==> config.mk <==
export PLATFORM = sky130hd
export DESIGN_NAME = rr_arbiter_8
export DESIGN_NICKNAME = d
export VERILOG_FILES = /design/src/rtl/rr_arbiter_8.sv
export SDC_FILE = /design/constraint.sdc
export NUM_CORES = 1
export LEC_CHECK = 0
export ABC_CLOCK_PERIOD_IN_PS = 3400
export BUFFER_PORTS_ARGS = -buffer_cell sky130_fd_sc_hd__buf_2
export CAP_MARGIN = 20
export CORE_MARGIN = 8
export CORE_UTILIZATION = 55
export CTS_BUF_LIST = sky130_fd_sc_hd__clkbuf_4
export DETAILED_ROUTE_END_ITERATION = 12
export PLACE_DENSITY_LB_ADDON = 0.2
export SLEW_MARGIN = 20
export SYNTH_ARGS = -nofsm -noshare
export SYNTH_HDL_FRONTEND = slang
export SYNTH_SLANG_ARGS = --single-unit
==> constraint.sdc <==
create_clock -name clk -period 3.4 [get_ports clk]
set_input_delay 0.68 -clock clk [delete_from_list [all_inputs] [get_ports clk]]
set_output_delay 0.68 -clock clk [all_outputs]
set_load 0.02 [all_outputs]
==> src/rtl/rr_arbiter_8.sv <==
// Eight-way round-robin arbiter with a bounded grant hold time.
// Grants are registered, one-hot or zero, separated by at least one idle cycle.
module rr_arbiter_8 #(
    parameter int unsigned HOLD_MAX = 15
) (
    input  logic       clk,
    input  logic       rst,
    input  logic       en,
    input  logic [7:0] req,
    input  logic       done,
    output logic [7:0] grant,
    output logic       busy,
    output logic       timeout
);

    typedef enum logic {IDLE, GRANT} state_t;

    state_t     state_q;
    logic [2:0] ptr_q;
    logic [2:0] idx_q;
    logic [7:0] cnt_q;
    logic [7:0] grant_q;
    logic       busy_q;
    logic       timeout_q;
    logic       ready_q;

    logic [7:0] rot_req;
    logic [2:0] pick_off;
    logic       pick_vld;
    logic [2:0] pick_idx;
    logic       rel_done;
    logic       rel_max;

    // Requests rotated so that bit 0 is the current highest-priority requester.
    generate
        for (genvar gi = 0; gi < 8; gi++) begin : g_rot
            assign rot_req[gi] = req[ptr_q + 3'(gi)];
        end
    endgenerate

    always_comb begin
        pick_off = 3'd0;
        pick_vld = 1'b0;
        for (int k = 7; k >= 0; k--) begin
            if (rot_req[k]) begin
                pick_off = 3'(k);
                pick_vld = 1'b1;
            end
        end
    end

    assign pick_idx = ptr_q + pick_off;
    assign rel_done = done || !req[idx_q];
    assign rel_max  = (cnt_q == 8'(HOLD_MAX - 1));

    // ready_q holds off the first grant until one clean edge has passed after reset.
    always_ff @(posedge clk) begin
        if (rst) begin
            state_q   <= IDLE;
            ptr_q     <= 3'd0;
            idx_q     <= 3'd0;
            cnt_q     <= 8'd0;
            grant_q   <= 8'd0;
            busy_q    <= 1'b0;
            timeout_q <= 1'b0;
            ready_q   <= 1'b0;
        end else begin
            ready_q   <= 1'b1;
            timeout_q <= 1'b0;
            case (state_q)
                IDLE: begin
                    if (ready_q && en && pick_vld) begin
                        state_q <= GRANT;
                        idx_q   <= pick_idx;
                        grant_q <= 8'd1 << pick_idx;
                        busy_q  <= 1'b1;
                        cnt_q   <= 8'd0;
                    end
                end
                GRANT: begin
                    if (rel_done || rel_max) begin
                        state_q   <= IDLE;
                        grant_q   <= 8'd0;
                        busy_q    <= 1'b0;
                        ptr_q     <= idx_q + 3'd1;
                        timeout_q <= !rel_done;
                    end else begin
                        cnt_q <= cnt_q + 8'd1;
                    end
                end
                default: state_q <= IDLE;
            endcase
        end
    end

    assign grant   = grant_q;
    assign busy    = busy_q;
    assign timeout = timeout_q;

endmodule
==> results_dict.tcl, run 1 <==
set metrics [dict create \
    status "finished clean" \
    area_growth_pct 20.8 \
    synth_top_area_share_pct 26.4 \
    vias 1781 \
    finalPower_mw 0.783 \
    dieHeight_um 75.9 \
    power.density_nw_per_um2 328 \
    postCtsHoldBufs 0 \
    multi_input_area_um2 1450 \
    clockBufferDepth 2 \
    yosys.area.top_type "dfxtp_1" \
    netlist_area_um2 1970 \
    dp_cells 282 \
    stdcell_count 286 \
    worstPathArrival_ns 3.55 \
    dr_wl_met3_um 210 \
    cts.sinks 26 \
    synth_cell_type_count 56 \
    routed_wl_mm 4.93 \
    setup-violations-final 0 \
    drv_cap 0 \
    die_area_um2 5760 \
    avgSynthCellArea_um2 9.63 \
    num_rows 21 \
    place_ws_ns -0.125 \
    cts_setup_buffers 0 \
    synth_common_cells "dfxtp_1 (26), nor2_1 (22), mux2i_1 (14), mux4_2 (10)" \
    max_freq_mhz 305 \
    clkTransAtPathRegs_ns 0.14 \
    htreeDepth 1 \
    drt-vias-per-instance 6.23 \
    worstReg2RegStart "ptr_q[0]$_SDFFE_PP0P_" \
    min_from "grant[7]$_SDFFE_PP0P_" \
    synth_edf_count 0 \
    crit_type "reg -> reg" \
    max-slew-margin-rel_pct 29.4 \
    grt_pass1_wl_mm 8.15 \
    cts_tree "done" \
    vdd_drop_max_v 0.000248 \
    grt_start_max_net_pins 16 \
    register_area_um2 522 \
    wl_met2_mm 2.64 \
    yosysSeqAreaShare_pct 26.4 \
    synth.net_count 224 \
    critPathLaunch "ptr_q[0]$_SDFFE_PP0P_" \
    async_reset_ff_share_pct 0 \
    finalCriticalPeriod_ns 3.28 \
    final.setup.worst_slack_ns 0.120 \
    drive_gt1_share_pct 36.7 \
    cts_made_buffers 3 \
    ys.flop_type "dfxtp_1" \
    drt_iter0_markers 121 \
    cts_root_buffer "clkbuf_4" \
    drc 0 \
    wl_per_cell_um 17.2 \
    skew_ns 0.00259 \
    grt.overflow.total 0 \
    worstPathMaxFanout 10 \
    crit_path_start_kind "register" \
    syn_inst 205 \
    die_x_um 75.9 \
    crit_required_ns 3.67 \
    cp-end-kind "register" \
    rsz0062_at_grt "yes" \
    hold_viol 0 \
    postRouteAntennaNets 0 \
    num_io_pins 22 \
    fillers 257 \
    worst_pin_slew_ns 1.06 \
    yosysWarnings 0 \
    start_util_pct 58.3 \
    io_buffers 21 \
    nNetsFinal 260 \
    grt_pass1_vias 1650 \
    clk_latency_ns 0.32 \
    yosys-top-cells-area "dfxtp_1 (26%), mux4_2 (11%), mux2i_1 (7.1%)" \
    grtUsageTotal_pct 16.8 \
    hp-class "reg -> reg" \
    antenna_cells 0 \
    routedLengthMet1_mm 2.03 \
    drt-pass1-iter-count 4 \
    p_leak_nw 0.914 \
    core_um2 3390 \
    gp_congestion 0.876 \
    post-synth-top-count-cell "dfxtp_1" \
    top_layer "met4" \
    dp_hpwl_mm 3.89 \
    synth_seq_cells 26 \
    antenna_found_initial 0 \
    slew_viol_final 0 \
    fin_crit_sh_pct 96.5 \
]
==> state kept, by name (all words and copies together) (netlist names) <==
name / cells
busy: 1
cnt_q: 8
grant: 8
idx_q: 3
ptr_q: 3
ready_q: 1
state_q: 1
timeout: 1
==> per-stage QoR <==
stage               instance area [um2]  TNS, ns  util [%]  hold slack [ns]
global route                       2390  -0.0700      70.4            0.493
finish                             2390        0      70.4            0.484
detailed placement                 2250   -0.618      66.3            0.452
CTS                                2310        0      68.3            0.484
floorplan                          1980        0         -            0.481
global placement                   2250   -0.289      66.3            0.442
==> routing by layer <==
metal | GRT usage [%] | up-vias
li1 | - | 845
met1 | 21.4 | 887
met5 | 0 | -
met4 | 4.12 | 0
met2 | 28.6 | 42
met3 | 2.59 | 7
==> worst max-delay path: stages, from the launching register on <==
cell and delay (ns):
dfxtp_1 0.35, buf_4 0.19, mux4_1 0.62, nor3_2 0.14, a21oi_1 0.06, a21oi_1 0.16, o22ai_1 0.08, a221oi_1 0.34
ha_1 0.20, inv_1 0.05, fa_2 0.59, nor3b_2 0.22, nand2_1 0.07, o2bb2ai_1 0.13
==> cells in the final DEF (no fill, tap or decap), types with 3 or more instances in the layout <==
cell type | synthesis | routed
mux2i_2 | 0 | 4
xor2_1 | 7 | 7
nand4_1 | 5 | 5
o2bb2ai_1 | 6 | 5
a32o_1 | 3 | 3
clkbuf_4 | 0 | 3
o22ai_1 | 4 | 4
ha_1 | 6 | 4
nor2_1 | 22 | 22
mux2i_1 | 14 | 10
inv_1 | 5 | 5
o21ai_0 | 4 | 4
a21oi_1 | 9 | 9
nand2b_1 | 5 | 5
dfxtp_1 | 26 | 25
mux4_2 | 10 | 10
nand3_1 | 3 | 3
buf_4 | 0 | 22
nor3_2 | 1 | 4
and3_1 | 3 | 3
mux2_2 | 4 | 4
nand2_1 | 9 | 9
a211oi_1 | 4 | 4
buf_2 | 4 | 21
==> cell type report <==
cell class | count | area share [%]
timing repair buffer | 44 | 11.8
inverter | 5 | 0.787
clock inverter | 1 | 1.26
clock buffer | 3 | 0.944
multi-input combinational | 161 | 60.9
sequential | 26 | 21.9
tap | 46 | 2.41
==> report_power, final <==
part | switching [mW] | internal, mW | total (mW)
Clock | 0.0924 | 0.119 | 0.212
Combinational | 0.132 | 0.117 | 0.249
Sequential | 0.00830 | 0.314 | 0.322
Total | 0.233 | 0.550 | 0.783
==> cells by family after synthesis <==
logic type               synth area share (%)
buffers and inverters                    4.06
flip-flops                               26.4
adder cells (fa/ha/maj)                  4.82
AO/OA/AOI/OAI                            15.7
multiplexers                             24.2
XOR/XNOR                                 4.82
AND/OR/NAND/NOR                          20.0
==> repair_timing <==
item	CTS	global route
pin swaps	0	1
cloned	0	0
resized for setup	2	16
setup endpoints to repair	8	9
==> path summary, 6_finish.rpt <==
check	end	slack (ns)	cells past startpoint
worst min-delay path	grant[7]$_SDFFE_PP0P_	0.48	1
worst max-delay path	grant[4]$_SDFFE_PP0P_	0.12	13
worst min register to register	grant[7]$_SDFFE_PP0P_	0.48	1
worst max register to register	grant[4]$_SDFFE_PP0P_	0.12	13
Note: power is estimated with default switching activity, not from simulation.
==> inputs of run 2 (changes only) <==
Settings changed: BUFFER_PORTS_ARGS -buffer_cell sky130_fd_sc_hd__buf_2 to default, DONT_BUFFER_PORTS from default to 1.
==> run 2 against run 1 <==
Against the previous run: die area unchanged; critical endpoint unchanged; global-route usage down 0.72 points; clock power about the same; non-clock buffer count down 28; sequential power up 2%.
==> results_dict.tcl, run 2 (synthesis results as in run 1) <==
set metrics [dict create \
    antenna_found_initial 0 \
    crit_required_ns 3.67 \
    vias 1674 \
    worstPathMaxFanout 9 \
    max_freq_mhz 305 \
    skew_ns 0.0100 \
    wl_per_cell_um 19.2 \
    drv_cap 0 \
    crit_family "adder cells" \
    r2r_cells 13 \
    num_io_pins 22 \
    fin_crit_sh_pct 96.5 \
    dieHeight_um 75.9 \
    clockBufferDepth 2 \
    cp_slowest_stage_delay_ns 0.65 \
    max-slew-margin-rel_pct 53.4 \
    internal-power_mw 0.535 \
    setup-violations-final 0 \
    finalCriticalPeriod_ns 3.28 \
    dp_hpwl_mm 3.46 \
    finalInstanceArea_um2 2210 \
    pwr-share-clk_pct 28.4 \
    power.density_nw_per_um2 340 \
    cpMaxStageDelayCell "fa_2" \
    grt.overflow.total 0 \
    worst_pin_slew_ns 0.697 \
    crit_path_start_kind "register" \
    clkTransAtPathRegs_ns 0.15 \
    drt-pass1-iter-count 4 \
    layout_commonest_cell "dfxtp_1" \
    grt_pass1_wl_mm 7.82 \
    r2r-end "grant[4]$_SDFFE_PP0P_" \
    cts_made_buffers 3 \
    clk_latency_ns 0.32 \
    placed_cell_area_um2 2060 \
    grt_pass1_vias 1573 \
    hp-class "in -> reg" \
    core_um2 3390 \
    utilization_pct 65.2 \
    worstPathArrival_ns 3.55 \
    slew_viol_final 0 \
    seqPwrFrac_pct 43.8 \
    cts_tree "done" \
    p_leak_nw 0.779 \
    path_buf_inv 2 \
    drt-vias-per-instance 6.49 \
    grt_start_max_net_pins 16 \
    postRouteAntennaNets 0 \
    vdd_drop_max_v 0.000343 \
    area_growth_pct 11.9 \
    gp_congestion 0.929 \
    io_buffers 0 \
    whs_endpoint "ptr_q[2]$_SDFFE_PP0P_" \
    drc 0 \
    drt_iter0_markers 109 \
    final.setup.worst_slack_ns 0.121 \
    die_x_um 75.9 \
    routed_wl_mm 4.96 \
    hold_viol 0 \
    postCtsHoldBufs 0 \
    start_util_pct 58.3 \
    p_switching_mw 0.216 \
    drive_gt1_share_pct 27.8 \
    antenna_cells 0 \
    cts.sinks 26 \
    final_cell_mix "dfxtp_1 (23), nor2_1 (22), buf_4 (14)" \
    die_area_um2 5760 \
    critPathLaunch "ptr_q[1]$_SDFFE_PP0P_" \
    worstReg2RegStart "ptr_q[1]$_SDFFE_PP0P_" \
    grtUsageTotal_pct 16.1 \
    nNetsFinal 232 \
    htreeDepth 1 \
    place_ws_ns -0.0394 \
    cp-end-kind "register" \
    r2r_slack_ns 0.12 \
    status "finished clean" \
    swShare_pct 28.7 \
    min_from "rst" \
    min_path_cells 1 \
    crit_type "reg -> reg" \
    num_rows 21 \
    crit_chain "buf_6 -> mux4_2 -> nor3_1 -> a21oi_1 -> a21oi_1 -> o22ai_1 -> a221oi_2 -> ha_1 -> inv_1 -> fa_2 -> nor3b_4 -> nand2_1 -> o2bb2ai_1" \
    comb_power_share_pct 27.8 \
    crit_top_cell "a21oi_1" \
    cts_root_buffer "clkbuf_4" \
]
==> run 2: changes by cell type in the layout (fill, tap and decap cells not counted), moves of 2 or more <==
cell / previous run / this run
buf_2: 21 / 0
mux2i_2: 4 / 2
dfxtp_2: 1 / 3
buf_4: 22 / 14
mux2i_1: 10 / 12
dfxtp_1: 25 / 23
==> run 2: what timing repair did <==
| action | in CTS | in global routing |
|---|---|---|
| buffers inserted | 0 | 4 |
| pin swaps | 0 | 1 |
| endpoints found under the setup margin | 5 | 9 |
| gates resized for setup | 1 | 17 |
==> run 2: worst max-delay path by stage <==
stage | endpoint | slack, ns | cells after the start
global route | grant[4]$_SDFFE_PP0P_ | -0.07 | 13
CTS | grant[4]$_SDFFE_PP0P_ | 0.0008 | 14
floorplan | grant[4]$_SDFFE_PP0P_ | 0.009 | 15
global placement | grant[4]$_SDFFE_PP0P_ | -0.06 | 12
detailed placement | grant[4]$_SDFFE_PP0P_ | -0.04 | 14
finish | grant[4]$_SDFFE_PP0P_ | 0.12 | 13
==> run 2: layout make-up <==
cell class	instances	area [um2]
repair buffers	16	128
clock inverters	1	30.0
well taps	46	57.6
flip-flops and latches	26	524
clock buffers	3	22.5
multi-input cells	161	1430
fillers	277	1180
inverters	5	18.8
==> run 2: per-stage QoR <==
stage,hold WS [ns],instances,TNS (ns),power (mW)
6_report,0.396,258,0,0.750
5_1_grt,0.370,258,-0.0678,0.784
4_1_cts,0.400,254,0,0.731
3_5_place_dp,0.532,250,-0.0662,0.521
3_3_place_gp,0.506,250,-0.0631,0.514
2_1_floorplan,0.481,205,0,0.485
==> run 2: power by group through the flow <==
| stage | clock network [mW] | registers [mW] | logic, mW |
|---|---|---|---|
| 6_report | 0.213 | 0.328 | 0.209 |
| 5_1_grt | 0.228 | 0.330 | 0.226 |
| 4_1_cts | 0.214 | 0.328 | 0.189 |
| 3_5_place_dp | 0 | 0.335 | 0.187 |
| 3_3_place_gp | 0 | 0.334 | 0.180 |
| 2_1_floorplan | 0 | 0.332 | 0.153 |
==> run 2: layer usage <==
layer | vias up | global-route usage (%) | wire length, um
li1 | 791 | - | -
met1 | 821 | 19.8 | 2100
met2 | 52 | 27.9 | 2550
met3 | 10 | 1.77 | 217
met4 | 0 | 5.69 | 93
met5 | - | 0 | 0
